$ cat config.mk
export PLATFORM = sky130hd
export DESIGN_NAME = demultiplexer_4_buffered
export DESIGN_NICKNAME = d
export VERILOG_FILES = /design/src/rtl/demultiplexer_4_buffered_pkg.sv /design/src/rtl/demux_slot.sv /design/src/rtl/demultiplexer_4_buffered.sv
export SDC_FILE = /design/constraint.sdc
export NUM_CORES = 1
export LEC_CHECK = 0
export ABC_AREA = 0
export CORE_MARGIN = 2
export CORE_UTILIZATION = 45
export CTS_CLUSTER_SIZE = 10
export DETAILED_ROUTE_END_ITERATION = 10
export DONT_BUFFER_PORTS = 1
export PLACE_DENSITY = 0.71
export SLEW_MARGIN = 10
export SYNTH_ARGS = -nofsm -noshare
export SYNTH_HDL_FRONTEND = slang
export SYNTH_SLANG_ARGS = --single-unit
$ cat constraint.sdc
create_clock -name clock -period 1.9 [get_ports clock]
set_input_delay 0.38 -clock clock [delete_from_list [all_inputs] [get_ports clock]]
set_output_delay 0.38 -clock clock [all_outputs]
set_load 0.1 [all_outputs]
$ cat src/rtl/demultiplexer_4_buffered_pkg.sv
// Shared constants for the buffered 4-way demultiplexer: channel indices,
// default widths and the select decoder.
package demultiplexer_4_buffered_pkg;

    localparam int DEFAULT_WIDTH     = 32;
    localparam int DEFAULT_CNT_WIDTH = 8;

    localparam logic [1:0] SEL_CH0 = 2'd0;
    localparam logic [1:0] SEL_CH1 = 2'd1;
    localparam logic [1:0] SEL_CH2 = 2'd2;
    localparam logic [1:0] SEL_CH3 = 2'd3;

    function automatic logic [3:0] selDecode(input logic [1:0] sel);
        logic [3:0] oneHot;
        // NOTE: assign a default before the case so no path leaves the result unassigned (no latch).
        oneHot = 4'b0000;
        case (sel)
            SEL_CH0: oneHot = 4'b0001;
            SEL_CH1: oneHot = 4'b0010;
            SEL_CH2: oneHot = 4'b0100;
            SEL_CH3: oneHot = 4'b1000;
            default: oneHot = 4'b0000;
        endcase
        return oneHot;
    endfunction

endpackage

$ cat src/rtl/demux_slot.sv
// One-entry output register with a valid/ready handshake. A load in the
// same cycle as a drain replaces the word and keeps valid set.
module demux_slot
    import demultiplexer_4_buffered_pkg::*;
#(
    parameter int WIDTH = DEFAULT_WIDTH
) (
    input  logic             clock,
    input  logic             reset,
    input  logic             load,
    input  logic [WIDTH-1:0] inData,
    input  logic             outReady,
    output logic             valid,
    output logic [WIDTH-1:0] outData,
    output logic             canLoad
);

    assign canLoad = ~valid | outReady;

    always_ff @(posedge clock) begin
        if (reset) begin
            // NOTE: the data register is reset too, because consumers expect zeros on every channel after reset.
            valid   <= 1'b0;
            outData <= '0;
        end else if (load) begin
            // NOTE: non-blocking so every register updates from pre-edge values.
            valid   <= 1'b1;
            outData <= inData;
        end else if (outReady) begin
            valid   <= 1'b0;
        end
    end

endmodule

$ cat src/rtl/demultiplexer_4_buffered.sv
// Routes one word to one of four buffered channels by sel. It holds the select
// decode, the in_ready mux and the wrapping count of accepted words.
module demultiplexer_4_buffered
    import demultiplexer_4_buffered_pkg::*;
#(
    parameter int WIDTH     = DEFAULT_WIDTH,
    parameter int CNT_WIDTH = DEFAULT_CNT_WIDTH
) (
    input  logic                 clock,
    input  logic                 reset,
    input  logic                 enable,
    input  logic [1:0]           sel,
    input  logic [WIDTH-1:0]     in_data,
    input  logic                 in_valid,
    output logic                 in_ready,
    output logic [WIDTH-1:0]     out_data_0,
    output logic [WIDTH-1:0]     out_data_1,
    output logic [WIDTH-1:0]     out_data_2,
    output logic [WIDTH-1:0]     out_data_3,
    output logic [3:0]           out_valid,
    input  logic [3:0]           out_ready,
    output logic [CNT_WIDTH-1:0] accept_count
);

    logic [3:0]       selOneHot;
    logic [3:0]       slotLoad;
    logic [3:0]       slotCanLoad;
    logic             accept;
    logic [WIDTH-1:0] slotData [4];

    assign selOneHot = selDecode(sel);
    // Readiness looks only at the selected slot, so other channels never block input.
    assign in_ready  = enable & slotCanLoad[sel];
    assign accept    = in_valid & in_ready;
    assign slotLoad  = selOneHot & {4{accept}};

    for (genvar k = 0; k < 4; k++) begin : gSlot
        demux_slot #(.WIDTH(WIDTH)) uSlot (
            .clock    (clock),
            .reset    (reset),
            .load     (slotLoad[k]),
            .inData   (in_data),
            .outReady (out_ready[k]),
            .valid    (out_valid[k]),
            .outData  (slotData[k]),
            .canLoad  (slotCanLoad[k])
        );
    end

    assign out_data_0 = slotData[0];
    assign out_data_1 = slotData[1];
    assign out_data_2 = slotData[2];
    assign out_data_3 = slotData[3];

    always_ff @(posedge clock) begin
        if (reset) begin
            accept_count <= '0;
        end else if (accept) begin
            accept_count <= accept_count + CNT_WIDTH'(1);
        end
    end

endmodule

======== Yosys cells after proc, flatten, opt, wreduce, memory -nomap -nowiden ========
Cells that the tools add are included.
cells by class
  bitwise gates (word level) .............. 11
  reduce and logical (&&, ||, !) cells .... 5
  add/sub/neg operators ................... 1
  $lt $le $gt $ge ......................... 1
  muxes and demuxes ....................... 11
  equality and inequality tests ........... 3
operators with widths
  cell                   count
  $pmux W4 S4            1
  $mux W1                9
  $add A8 B1 Y8 const B  1
  $reduce_bool A2 Y1     4
  $and A4 B4 Y4          1
  $eq A2 B2 Y1 const B   2
  $not A1 Y1             4
  $or A1 B1 Y1           4
  $lt A2 B3 Y1 const B   1
  $and A1 B1 Y1          2
  $bmux W1 S2            1
  $eq A2 B1 Y1 const B   1
  $logic_not A2 Y1       1
word-level totals
  register bits ........................... 140
  bits of input ports ..................... 42

======== Longest topological paths before layout ========
  depth in word-level cells ............... 8
  mapped depth ............................ 6
  depth with buffers taken out ............ 4

======== Modules after synthesis ========
From an unflattened synthesis, not the netlist that was laid out.
second synthesis, totals
  cells, all modules ...................... 492
  area total of the unflattened synthesis .. 5313.8 um2
by module, submodules not included
  module                    seq. area each (um2)  area an instance (um2)  instances  cells each
  demux_slot                660.6                 1204.9                  4          108
  demultiplexer_4_buffered  160.2                 494.2                   1          60

======== Least setup slack after synthesis ========
Ideal clock, no wire load.
  path kind ............................... input-to-output
  start point ............................. input sel[0]
  end point ............................... output in_ready
  buffers on the path ..................... 2
  required time ........................... 1520 ps
  data arrival time ....................... 2452 ps
  cell stages on the path ................. 4
  slack ................................... -932 ps
  cells stage by stage .................... clkbuf_1 mux4_2 clkbuf_1 nor2_1
on the way
  word-level cells in the longest chain between the ends .. 3
RTL lines
  element                        RTL line                        source
  from (decl)                    demultiplexer_4_buffered.sv:12  input logic [1:0] sel,
  $bmux W1 S2                    demultiplexer_4_buffered.sv:33  assign in_ready = enable & slotCanLoad[sel];
  $mux W1 (not written as such)  demultiplexer_4_buffered.sv:33
  $and A1 B1 Y1                  demultiplexer_4_buffered.sv:33
  to (decl)                      demultiplexer_4_buffered.sv:15  output logic in_ready,
No other way between the ends. The select of a mux whose other input is x is not followed.

======== Worst setup path after layout ========
  start point ............................. register gSlot[3].uSlot.valid
  end point ............................... output in_ready
on the way
  word-level cells in the longest chain between the ends .. 5
RTL lines
  element                        RTL line                        source
  from (decl)                    demux_slot.sv:13                output logic valid,
  from (signal assigned)         demux_slot.sv:23                valid <= 1'b0;
  from (signal assigned)         demux_slot.sv:27                valid <= 1'b1;
  from (signal assigned)         demux_slot.sv:30                valid <= 1'b0;
  $not A1 Y1                     demux_slot.sv:18                assign canLoad = ~valid | outReady;
  $or A1 B1 Y1                   demux_slot.sv:18
  $bmux W1 S2                    demultiplexer_4_buffered.sv:33
  $mux W1 (not written as such)  demultiplexer_4_buffered.sv:33
  $and A1 B1 Y1                  demultiplexer_4_buffered.sv:33
No other way between the ends. The select of a mux whose other input is x is not followed.

==> qor.txt <==
syn_nets -> 675
Net Sw Power -> 1.82 mW
Final Hold Vio Count -> 129
CP startpoint kind -> register
Final WS setup -> -0.252 ns
hold endpoint -> gSlot[2].uSlot.outData[2]
met1 Usage GRT -> 0.269
worst setup skew after layout -> 0.00787 ns
first-pass GRT wire length -> 22.2 mm
area fraction of the dominant cell type after synthesis -> 0.564
CTS Root Cell -> clkbuf_8
largest net degree at the start of global routing -> 142
fin crit period -> 2.15 ns
Avg Cell Area, Syn -> 7.87 µm²
highest clock rate -> 0.465 GHz
Clk Latency, worst-skew pair -> 0.52 ns
met3 usage -> 0.0921
FF-to-FF End -> accept_count[7]
GRT overflow -> 0
clock sinks -> 140
power per cell area -> 1050 nW/µm²
Top Ports -> 183
Setup violations, final -> 1
final period utilization -> 1.13
Layout area overhead -> 39.2%
combinational fraction of design power -> 0.102
DR WL/cell -> 16.0 µm
register-to-register path setup slack -> 0.05 ns
Yosys reg bits -> 140
multi-input combinational cell area -> 2030 µm²
outcome -> finished, violations left
Slew @ Worst Pin -> 0.337 ns
CP Cell Sequence -> nor2b_4 -> mux4_2 -> nor2_4 -> buf_12
# rows -> 38
Seq pwr share -> 0.415
worst reg2reg startpoint -> gSlot[3].uSlot.valid
clock slew at reported path FFs -> 0.06 ns
vias in the first global route -> 4623
Pre-antenna DRT Iters -> 5
PortBufs -> 0
vias after detailed routing -> 4775
layout cells sized above 1 -> 0.274
vias per cell -> 5.19
Initial DRC Count -> 311
placed cell area -> 6220 µm²
CP endpoint kind -> primary output
Peak supply drop -> 852 µV
r2r worst-path depth -> 5
setup TNS -> -0.252 ns
TritonCTS clock tree -> yes
Max stage delay on crit path -> 0.52 ns
Crit Path Category -> reg2out
final wirelength -> 14.7 mm
global-route met2 utilization -> 0.422
top post-synthesis cells by area -> dfxtp_1, nand2_1, a21oi_1
n_diodes -> 0
hold path depth -> 1
Antenna Violating Nets Remaining -> 0
critical path peak fanout -> 2
failing checks -> hold timing, setup timing
Die W -> 109 µm
NumNets Final -> 810
Chip Height -> 109 µm
TritonCTS buffer count -> 17
Final Max Slew Viols -> 0
Final Cell Area -> 6920 µm²
post-DP HPWL -> 9.99 mm
Synth warnings -> 0
Finished Core Util -> 0.641
most used routing layer in global routing -> met2
Total Routing Usage GR -> 0.245
Mapped Cells -> 632
Cell variety after synth -> 26
Hold Buf Count CTS -> 2
Clock Tree Buf Depth -> 2
worst hold start -> reset
Worst Path Arrival -> 1.77 ns
RSZ-0062 raised after global routing -> yes
final hold slack -> -0.0727 ns
Seq. cell area -> 2810 µm²
max cap viols -> 0
initial antenna violation count -> 0
Max stage delay cell, worst path -> mux4_2
drt drc -> 0
sequential-to-total area share from yosys stat -> 0.564
Die ar. -> 11900 µm²
HP Class -> in2reg
dominant cell type by area after synthesis -> dfxtp_1
Post-Syn Area -> 4970 µm²
DP Worst Slack -> 0.126 ns
htree depth -> 4
Pwr Total -> 7.29 mW
P_int -> 5.46 mW
Initial Util -> 0.461
Core Region -> 10800 µm²
Clock Power Share -> 0.484
Pleak -> 2.75 nW
Switching Share -> 0.250
fillcell total -> 878
Req. time, crit path -> 1.52 ns
Slew HR -> 0.775
RePlAce Congestion -> 0.814
-- routing by layer --
metal	part of all wire	wire length (µm)	vias to the layer above
met3	0.10	1470	27
met5	0	0	-
met2	0.49	7220	195
met4	0.019	284	0
met1	0.39	5730	2235
li1	-	-	2318
-- worst max-delay path: cells and delay by family, from the launching register on --
| kind | cells | cell delay, ns |
|---|---|---|
| multiplexers | 1 | 0.52 |
| AND/OR/NAND/NOR | 2 | 0.24 |
| flip-flops | 1 | 0.32 |
| buffers and inverters | 1 | 0.18 |
-- synth_stat cells --
cell and n:
or3_1 7, mux2_2 1, nand3_1 2, nand2_1 260
nor2_1 6, and2_1 1, nor3b_1 1, a21oi_1 137
nand4_1 3, nand4b_1 1, o31ai_1 1, o21ai_0 6
buf_4 4, mux4_2 1, nor4_2 1, inv_1 2
and4_1 1, dfxtp_1 140, ha_1 1, nand2b_1 2
nor3_1 2, nor4b_2 1, or4_1 2, nor2b_1 5
buf_1 1, clkbuf_1 43
-- sequential cells by signal, summed over array words and instances (netlist names) --
signal / flops
gSlot.uSlot.valid: 4
accept_count: 8
gSlot.uSlot.outData: 128
-- worst max-delay path by stage --
| stage | depth (start not counted) | slack [ns] | from | to |
|---|---|---|---|---|
| finish | 4 | -0.25 | gSlot[3].uSlot.valid | in_ready |
| global route | 4 | -0.30 | gSlot[3].uSlot.valid | in_ready |
| CTS | 4 | -0.27 | gSlot[3].uSlot.valid | in_ready |
| detailed placement | 4 | 0.13 | gSlot[3].uSlot.valid | accept_count[3] |
| global placement | 4 | 0.11 | gSlot[3].uSlot.valid | accept_count[7] |
| floorplan | 4 | -0.08 | gSlot[3].uSlot.valid | in_ready |
-- kinds of logic after synthesis --
| logic type | count (synthesis) | synth area share |
|---|---|---|
| flops | 140 | 0.564 |
| fa+ha+maj | 1 | 0.00252 |
| simple gates | 295 | 0.241 |
| compound gates | 144 | 0.145 |
| mux | 2 | 0.00679 |
| buf+inv | 50 | 0.0408 |
-- cell type report --
cell class | instances | share of cell area
repair buffers | 164 | 0.181
flip-flops and latches | 140 | 0.406
clock inverters | 13 | 0.0282
multi-input cells | 442 | 0.294
well taps | 140 | 0.0253
clock buffers | 19 | 0.0638
inverters | 2 | 0.00108
-- power groups by stage --
stage          combinational (mW)  clock, mW  sequential, mW
3_3_place_gp                0.725          0            3.08
4_1_cts                     0.743       3.58            3.02
6_report                    0.742       3.52            3.02
2_1_floorplan               0.192          0            3.52
5_1_grt                     0.771       3.68            3.02
3_5_place_dp                0.736          0            3.08
-- what timing repair did --
| item | 4_1_cts | 5_1_grt |
|---|---|---|
| setup buffers | 5 | 0 |
| gates cloned | 0 | 0 |
| setup endpoints to repair | 1 | 4 |
| resized for setup | 3 | 2 |
| pin swaps | 1 | 0 |
| hold endpoints to repair | 139 | 137 |
-- placed cells by master, fill, tap and decap left out, drive strengths merged, types with 2 or more instances in the layout --
master / instances
or3: 7
nor2: 6
or4: 2
dlygate4sd3: 2
bufinv: 5
clkinvlp: 2
buf: 162
nand2b: 2
o21ai: 6
nand3: 2
nand2: 260
nand4: 3
inv: 2
nor3: 2
nor2b: 5
dfxtp: 140
clkbuf: 19
clkinv: 6
a21oi: 137
-- metrics by stage --
step,cells,hold slack (ns)
floorplan,632,0.477
global placement,881,0.438
detailed placement,881,0.440
CTS,920,-0.0916
global route,920,-0.0982
finish,920,-0.0727
No activity file was read; power rests on OpenSTA's default activity.
